`src/rtl/jk_excitation_counter_pkg.sv`:
```
// Shared JK helpers: the excitation table (next-state -> J/K) and the
// characteristic equation (J/K -> next-state), one bit at a time.
package jk_excitation_counter_pkg;

  // Returns {j, k}; don't-care entries resolve to 0 so hold drives J=K=0.
  function automatic logic [1:0] jk_excite(input logic q, input logic n);
    return {~q & n, q & ~n};
  endfunction

  function automatic logic jk_next(input logic j, input logic k, input logic q);
    return (j & ~q) | (~k & q);
  endfunction

endpackage

```
`src/rtl/jk_excitation_counter_jk.sv`:
```
// Single-bit JK flip-flop with asynchronous active-high clear.
module jk_cell
  import jk_excitation_counter_pkg::*;
(
  input  logic clk,
  input  logic rst,
  input  logic j,
  input  logic k,
  output logic q,
  output logic q_bar
);

  always_ff @(posedge clk or posedge rst) begin
    if (rst) q <= 1'b0;
    else     q <= jk_next(j, k, q);
  end

  assign q_bar = ~q;

endmodule

```
`src/rtl/jk_excitation_counter.sv`:
```
// Modulo-MOD up/down counter built from JK cells: the desired next state is
// computed first and then translated into per-bit J/K drive.
module jk_excitation_counter
  import jk_excitation_counter_pkg::*;
#(
  parameter int WIDTH = 4,
  parameter int MOD   = 10
) (
  input  logic             clk,
  input  logic             rst,
  input  logic             en,
  input  logic             up,
  input  logic             load,
  input  logic [WIDTH-1:0] din,
  output logic [WIDTH-1:0] Q,
  output logic [WIDTH-1:0] Q_bar,
  output logic [WIDTH-1:0] J,
  output logic [WIDTH-1:0] K,
  output logic             tc
);

  if (WIDTH < 1 || WIDTH > 16 || MOD < 2 || MOD > (1 << WIDTH)) begin : g_bad_params
    $error("jk_excitation_counter: illegal WIDTH/MOD combination");
  end

  // The modulus is a 32-bit int, so the max-value subtraction never overflows
  // even at full range (modulus equal to 2**WIDTH).
  localparam logic [WIDTH-1:0] MAX_VAL = WIDTH'(MOD - 1);

  logic [WIDTH-1:0] n;

  always_comb begin
    n = Q;
    if (load) begin
      n = (din > MAX_VAL) ? MAX_VAL : din;
    end else if (en) begin
      if (up) begin
        // Out-of-range states (Q > MAX_VAL) fall back to 0 as well.
        n = (Q >= MAX_VAL) ? '0 : Q + 1'b1;
      end else begin
        n = (Q == '0) ? MAX_VAL : Q - 1'b1;
      end
    end
  end

  always_comb begin
    J = '0;
    K = '0;
    if (rst) begin
      K = '1;
    end else begin
      for (int i = 0; i < WIDTH; i++) begin
        {J[i], K[i]} = jk_excite(Q[i], n[i]);
      end
    end
  end

  assign tc = ~rst & ~load & en & ((up & (Q == MAX_VAL)) | (~up & (Q == '0)));

  for (genvar g = 0; g < WIDTH; g++) begin : g_cells
    jk_cell u_cell (
      .clk   (clk),
      .rst   (rst),
      .j     (J[g]),
      .k     (K[g]),
      .q     (Q[g]),
      .q_bar (Q_bar[g])
    );
  end

  // The toggle entry of the JK table must never be used.
  always @(posedge clk) begin
    if (!rst) assert ((J & K) == '0);
  end

endmodule

```
`config.mk`:
```
export PLATFORM = sky130hd
export DESIGN_NAME = jk_excitation_counter
export DESIGN_NICKNAME = d
export VERILOG_FILES = /design/src/rtl/jk_excitation_counter_pkg.sv /design/src/rtl/jk_excitation_counter_jk.sv /design/src/rtl/jk_excitation_counter.sv
export SDC_FILE = /design/constraint.sdc
export NUM_CORES = 1
export LEC_CHECK = 0
export BUFFER_PORTS_ARGS = -buffer_cell sky130_fd_sc_hd__buf_2
export CORE_MARGIN = 2
export CORE_UTILIZATION = 25
export CTS_BUF_LIST = sky130_fd_sc_hd__clkbuf_4 sky130_fd_sc_hd__clkbuf_8
export CTS_CLUSTER_DIAMETER = 30
export CTS_CLUSTER_SIZE = 8
export DETAILED_ROUTE_END_ITERATION = 10
export PLACE_DENSITY = 0.5
export SETUP_SLACK_MARGIN = 0.02
export SLEW_MARGIN = 10
export SYNTH_ARGS = -nofsm -noshare
export SYNTH_HDL_FRONTEND = slang
export SYNTH_SLANG_ARGS = --single-unit
```
`constraint.sdc`:
```
create_clock -name clk -period 2.22 [get_ports clk]
set_clock_uncertainty 0.15 [all_clocks]
set_input_delay 0.444 -clock clk [delete_from_list [all_inputs] [get_ports clk]]
set_output_delay 0.444 -clock clk [all_outputs]
set_load 0.02 [all_outputs]
```
Yosys cells after proc, flatten, opt, wreduce, memory -nomap -nowiden
Cells that the tools add are included.
- $add $sub $neg: 2
- $mul: 0
- divide/modulo/power cells: 0
- magnitude comparators: 2
- eq/ne operators: 1
- shift operators: 0
- muxes and demuxes: 8
- bitwise operators: 41
- reduce and logical (&&, ||, !) cells: 1
- operator list (operator ; count):
    $mux W4 ; 8
    $and A1 B1 Y1 ; 21
    $not A1 Y1 ; 15
    $or A1 B1 Y1 ; 5
    $add A4 B1 Y4 const B ; 1
    $eq A4 B4 Y1 const B ; 1
    $ge A4 B4 Y1 const B ; 1
    $gt A4 B4 Y1 const B ; 1
    $logic_not A4 Y1 ; 1
    $sub A4 B1 Y4 const B ; 1
- flip-flop bits (word level): 4
- bits in latches: 0
- memory bits (writable): 0
- memory bits (read-only): 0
- input bits: 9
- output and inout bits: 17
- logic and storage cells: 59
- memories kept: 0

Depth between registers and ports, before layout
- depth in word-level cells: 11
- gate-level depth with buffers: 7

Hierarchy
A second synthesis with hierarchy kept.
- cell total of the unflattened synthesis: 90
- area total of the unflattened synthesis: 645.6 µm²
- modules (own cells, without submodules) (module ; times used ; cells an instance ; area an instance (µm²) ; seq. area each (µm²)):
    jk_excitation_counter ; 1 ; 70 ; 480.5 ; 0.0
    jk_cell ; 4 ; 5 ; 41.3 ; 25.0

Worst setup path after synthesis
OpenSTA, ideal clock, no wires.
- kind: register to output
- start: reg g_cells[0].u_cell.q
- end: out tc
- arrival: 2.281 ns
- data required time: 1.626 ns
- setup slack: -0.655 ns
- stages on the path, launching flop included: 6
- buffers on the path: 0
- path through: dfrtp_1 > inv_1 > ha_1 > nor3b_1 > o21ai_0 > a2111oi_0
- longest elaborated chain between the ends: 4
- elaborated cells between the ends (all ways): 6
- those cells by class: eq/ne: 1; bitwise: 4; reduce/logical: 1
- ends and longest elaborated chain (what ; RTL line ; source):
    from (decl) ; jk_excitation_counter_jk.sv:9 ; output logic q,
    from (signal assigned) ; jk_excitation_counter_jk.sv:15 ; else q <= jk_next(j, k, q);
    $eq A4 B4 Y1 / $logic_not A4 Y1 (equally long branches) ; jk_excitation_counter.sv:58 ; assign tc = ~rst & ~load & en & ((up & (Q == MAX_VAL)) | (~up & (Q == '0)));
    $and A1 B1 Y1 ; jk_excitation_counter.sv:58 ;
    $or A1 B1 Y1 * ; jk_excitation_counter.sv:58 ;
    $and A1 B1 Y1 * ; jk_excitation_counter.sv:58 ;
    to (decl) ; jk_excitation_counter.sv:19 ; output logic tc
Mark *: on every way between the ends. The rest lies on a longest branch, timed or not.

Worst setup path after layout
- start: reg g_cells[0].u_cell.q
- end: out K[1]
- longest elaborated chain between the ends: 8
- elaborated cells between the ends (all ways): 12
- those cells by class: add/sub: 2; order compare: 1; mux: 6; bitwise: 2; reduce/logical: 1
- ends and longest elaborated chain (what ; RTL line ; source):
    $sub A4 B1 Y4, or another cell as far along ; jk_excitation_counter.sv:41 ; n = (Q == '0) ? MAX_VAL : Q - 1'b1;
    $mux W4, on equally long branches ; jk_excitation_counter.sv:41, jk_excitation_counter.sv:39 ;
    $mux W4 * ; jk_excitation_counter.sv:37 ; if (up) begin
    $mux W4 * ; jk_excitation_counter.sv:36 ; end else if (en) begin
    $mux W4 * ; jk_excitation_counter.sv:34 ; if (load) begin
    $not A1 Y1 * ; jk_excitation_counter_pkg.sv:7 ; return {~q & n, q & ~n};
    $and A1 B1 Y1 * ; jk_excitation_counter_pkg.sv:7 ;
    $mux W4 * ; jk_excitation_counter.sv:49 ; if (rst) begin
    to (decl) ; jk_excitation_counter.sv:18 ; output logic [WIDTH-1:0] K,
Marked as above.

==> metrics.txt <==
number of H-tree levels 1; outcome complete, but fails checks; Routed Antenna Nets 0; initial DRC count 18; num rows 19; CP endpoint kind primary output; Synth area leaders buf_4 17%, dfrtp_1 14%, ha_1 5.3%; CTS tree done; Final Util 0.396; Worst Path Required 1630 ps; r2r setup slk 380 ps; root buf cell clkbuf_4; Ys Warns 0; Yosys cell types 38; max_cap viols 0; wire per inst 13.3 µm; PD cells 431 nW/µm²; Die Y 57.4 µm; Final setup viols 9; area leader, netlist buf_4; Ports 26; Switching Share 0.387; CTS Buffer Depth 2; sequential cell area fraction in the yosys report 0.140; Int Pwr 286 µW; FF-to-FF path depth 7; total wire length 2140 µm; Largest Register g_cells.u_cell.q; Inserted Clock Buffers 3; Yosys top cell area share 0.168; pre-CTS setup slack -134 ps; Synth-to-Final Area Change 51.8%; syn_nets 109; Mapped Area 713 µm²; ratio of cells with drive above 1 in the final layout 0.592; number of remaining DRC errors 0; Post-synth EDFFs 0; Final nets 143; clock-pin slew on the worst setup and hold paths 50 ps; Psw 181 µW; Fin. Hold Viols 0; placed cell count 148; hpwl dp 1490 µm; RR Endpoint g_cells[1].u_cell.q; Clock power frac 0.241; antenna violations before repair 0; Mean Syn Cell Area 7.35 µm²; worst path arrival time 1960 ps; gr ovfl total 0; CTS Sinks 4; Inserted Diodes 0; core area 2730 µm²; RSZ-0062 raised after global routing true; Via density 4.81; non-filler cells, final 161; Die Width 57.4 µm; P_leak 0.000505 µW; setup ws final -330 ps; Final min period 2550 ps; final-report max-slew violation count 0; maximum number of pins on one net before global-route repair 13; Sequential Power Share 0.195; worst skew pair latency 240 ps; Worst Hold Class primary input to asynchronous set/reset pin; Slew headroom 0.794; async set-reset flop share out of synthesis 1.00; Total Routing Usage GR 0.125; maximum clock rate 392 MHz; Largest register FFs 4; DR pass1 iterations 4; measured slew at the worst slew-check pin 307 ps; worst-path fanout max 6; first-pass GRT wire length 3270 µm; combinational share of power 0.565; Post-synth top flop dfrtp_1; largest registers g_cells.u_cell.q x4; startpoint class of the critical path register; PortBufs 25; fin crit share 1.15; maximum vdd ir drop 0.386 mV; failing checks setup timing; Final Total Pwr 467 µW; worst hold margin 170 ps; Yosys reg bits 4; FILL cells 284; worst r2r src g_cells[0].u_cell.q; vias in the first global route 707; top-count cell post-synth buf_4; Starting Density 0.261; Die ar. 3300 µm²; via count 775; Placer Congestion 0.784; Setup Crit Path Kind register to primary output; most frequent cells after synthesis 16 x buf_4, 9 x inv_1, 7 x o21ai_0; Syn Inst Count 97
[cell type report]
cell class	count	area, µm²	share of cell area
multi-input combinational	64	556	0.513
timing repair buffer	49	322	0.297
sequential	4	103	0.0948
tap	31	38.8	0.0358
inverter	9	33.8	0.0312
clock buffer	4	30.0	0.0277
[worst max path at each step]
stage,to,cells after the start,from
finish,K[1],7,g_cells[0].u_cell.q
global route,K[1],7,g_cells[1].u_cell.q
CTS,J[0],7,g_cells[0].u_cell.q
detailed placement,J[3],6,en
global placement,J[3],6,en
floorplan,K[1],7,g_cells[1].u_cell.q
[routing by layer]
layer / up-vias / global-route usage / routed length, µm
met4: 0 / 0.00664 / 0
met2: 20 / 0.188 / 968
met5: - / 0 / 0
met1: 359 / 0.176 / 1050
met3: 0 / 0.0522 / 118
li1: 396 / - / -
[layout by cell type (no fill, tap or decap), types with 2 or more instances in the layout]
master    Yosys  final
nor2b_1       3      3
dfrtp_1       4      2
dfrtp_2       0      2
nor3b_4       0      2
o21ai_0       7      3
nor2_1        5      5
buf_4        16     28
inv_2         0      2
a21oi_1       6      5
nand2b_1      2      2
ha_2          0      2
buf_2         2     20
nor3_1        3      2
inv_1         9      7
nand2_1       6      6
o21ai_1       0      2
clkbuf_4      0      4
o21ai_2       0      2
[worst max-delay path, cell delays in order (launching register included)]
cell	delay, ps
dfrtp_2	450
inv_2	90
ha_4	140
or3b_4	410
a21oi_4	150
nor3_2	70
o31a_1	260
buf_6	130
[logic make-up (layout without fill, tap and decap cells)]
kind of cell	count (synthesis)	in the layout	share of synthesized area
and+or+nand+nor	33	33	0.284
buffers and inverters	29	62	0.251
AOI/OAI and AO/OA	26	26	0.242
DFF	4	4	0.140
adders and majority gates	3	3	0.0526
muxes	2	2	0.0298
[stage by stage]
step	TNS [ps]	cell area [µm²]
after floorplan	0	748
after global placement	-391	880
after detailed placement	-354	880
after CTS	-1870	995
after global routing	-2690	1080
final	-1770	1080
[power groups by stage]
stage	combinational (µW)	sequential, µW	clock (µW)
floorplan	163	87.1	0
global placement	209	90.4	0
detailed placement	208	90.0	0
CTS	233	89.9	115
global route	284	92.0	129
finish	264	90.9	112
[timing repair]
item / in CTS / in global routing
hold buffers: 0 / 0
setup buffers: 4 / 5
gates resized for setup: 16 / 10
endpoints found under the setup margin: 9 / 9
pin swaps: 9 / 7
No activity file was read; power rests on OpenSTA's default activity.
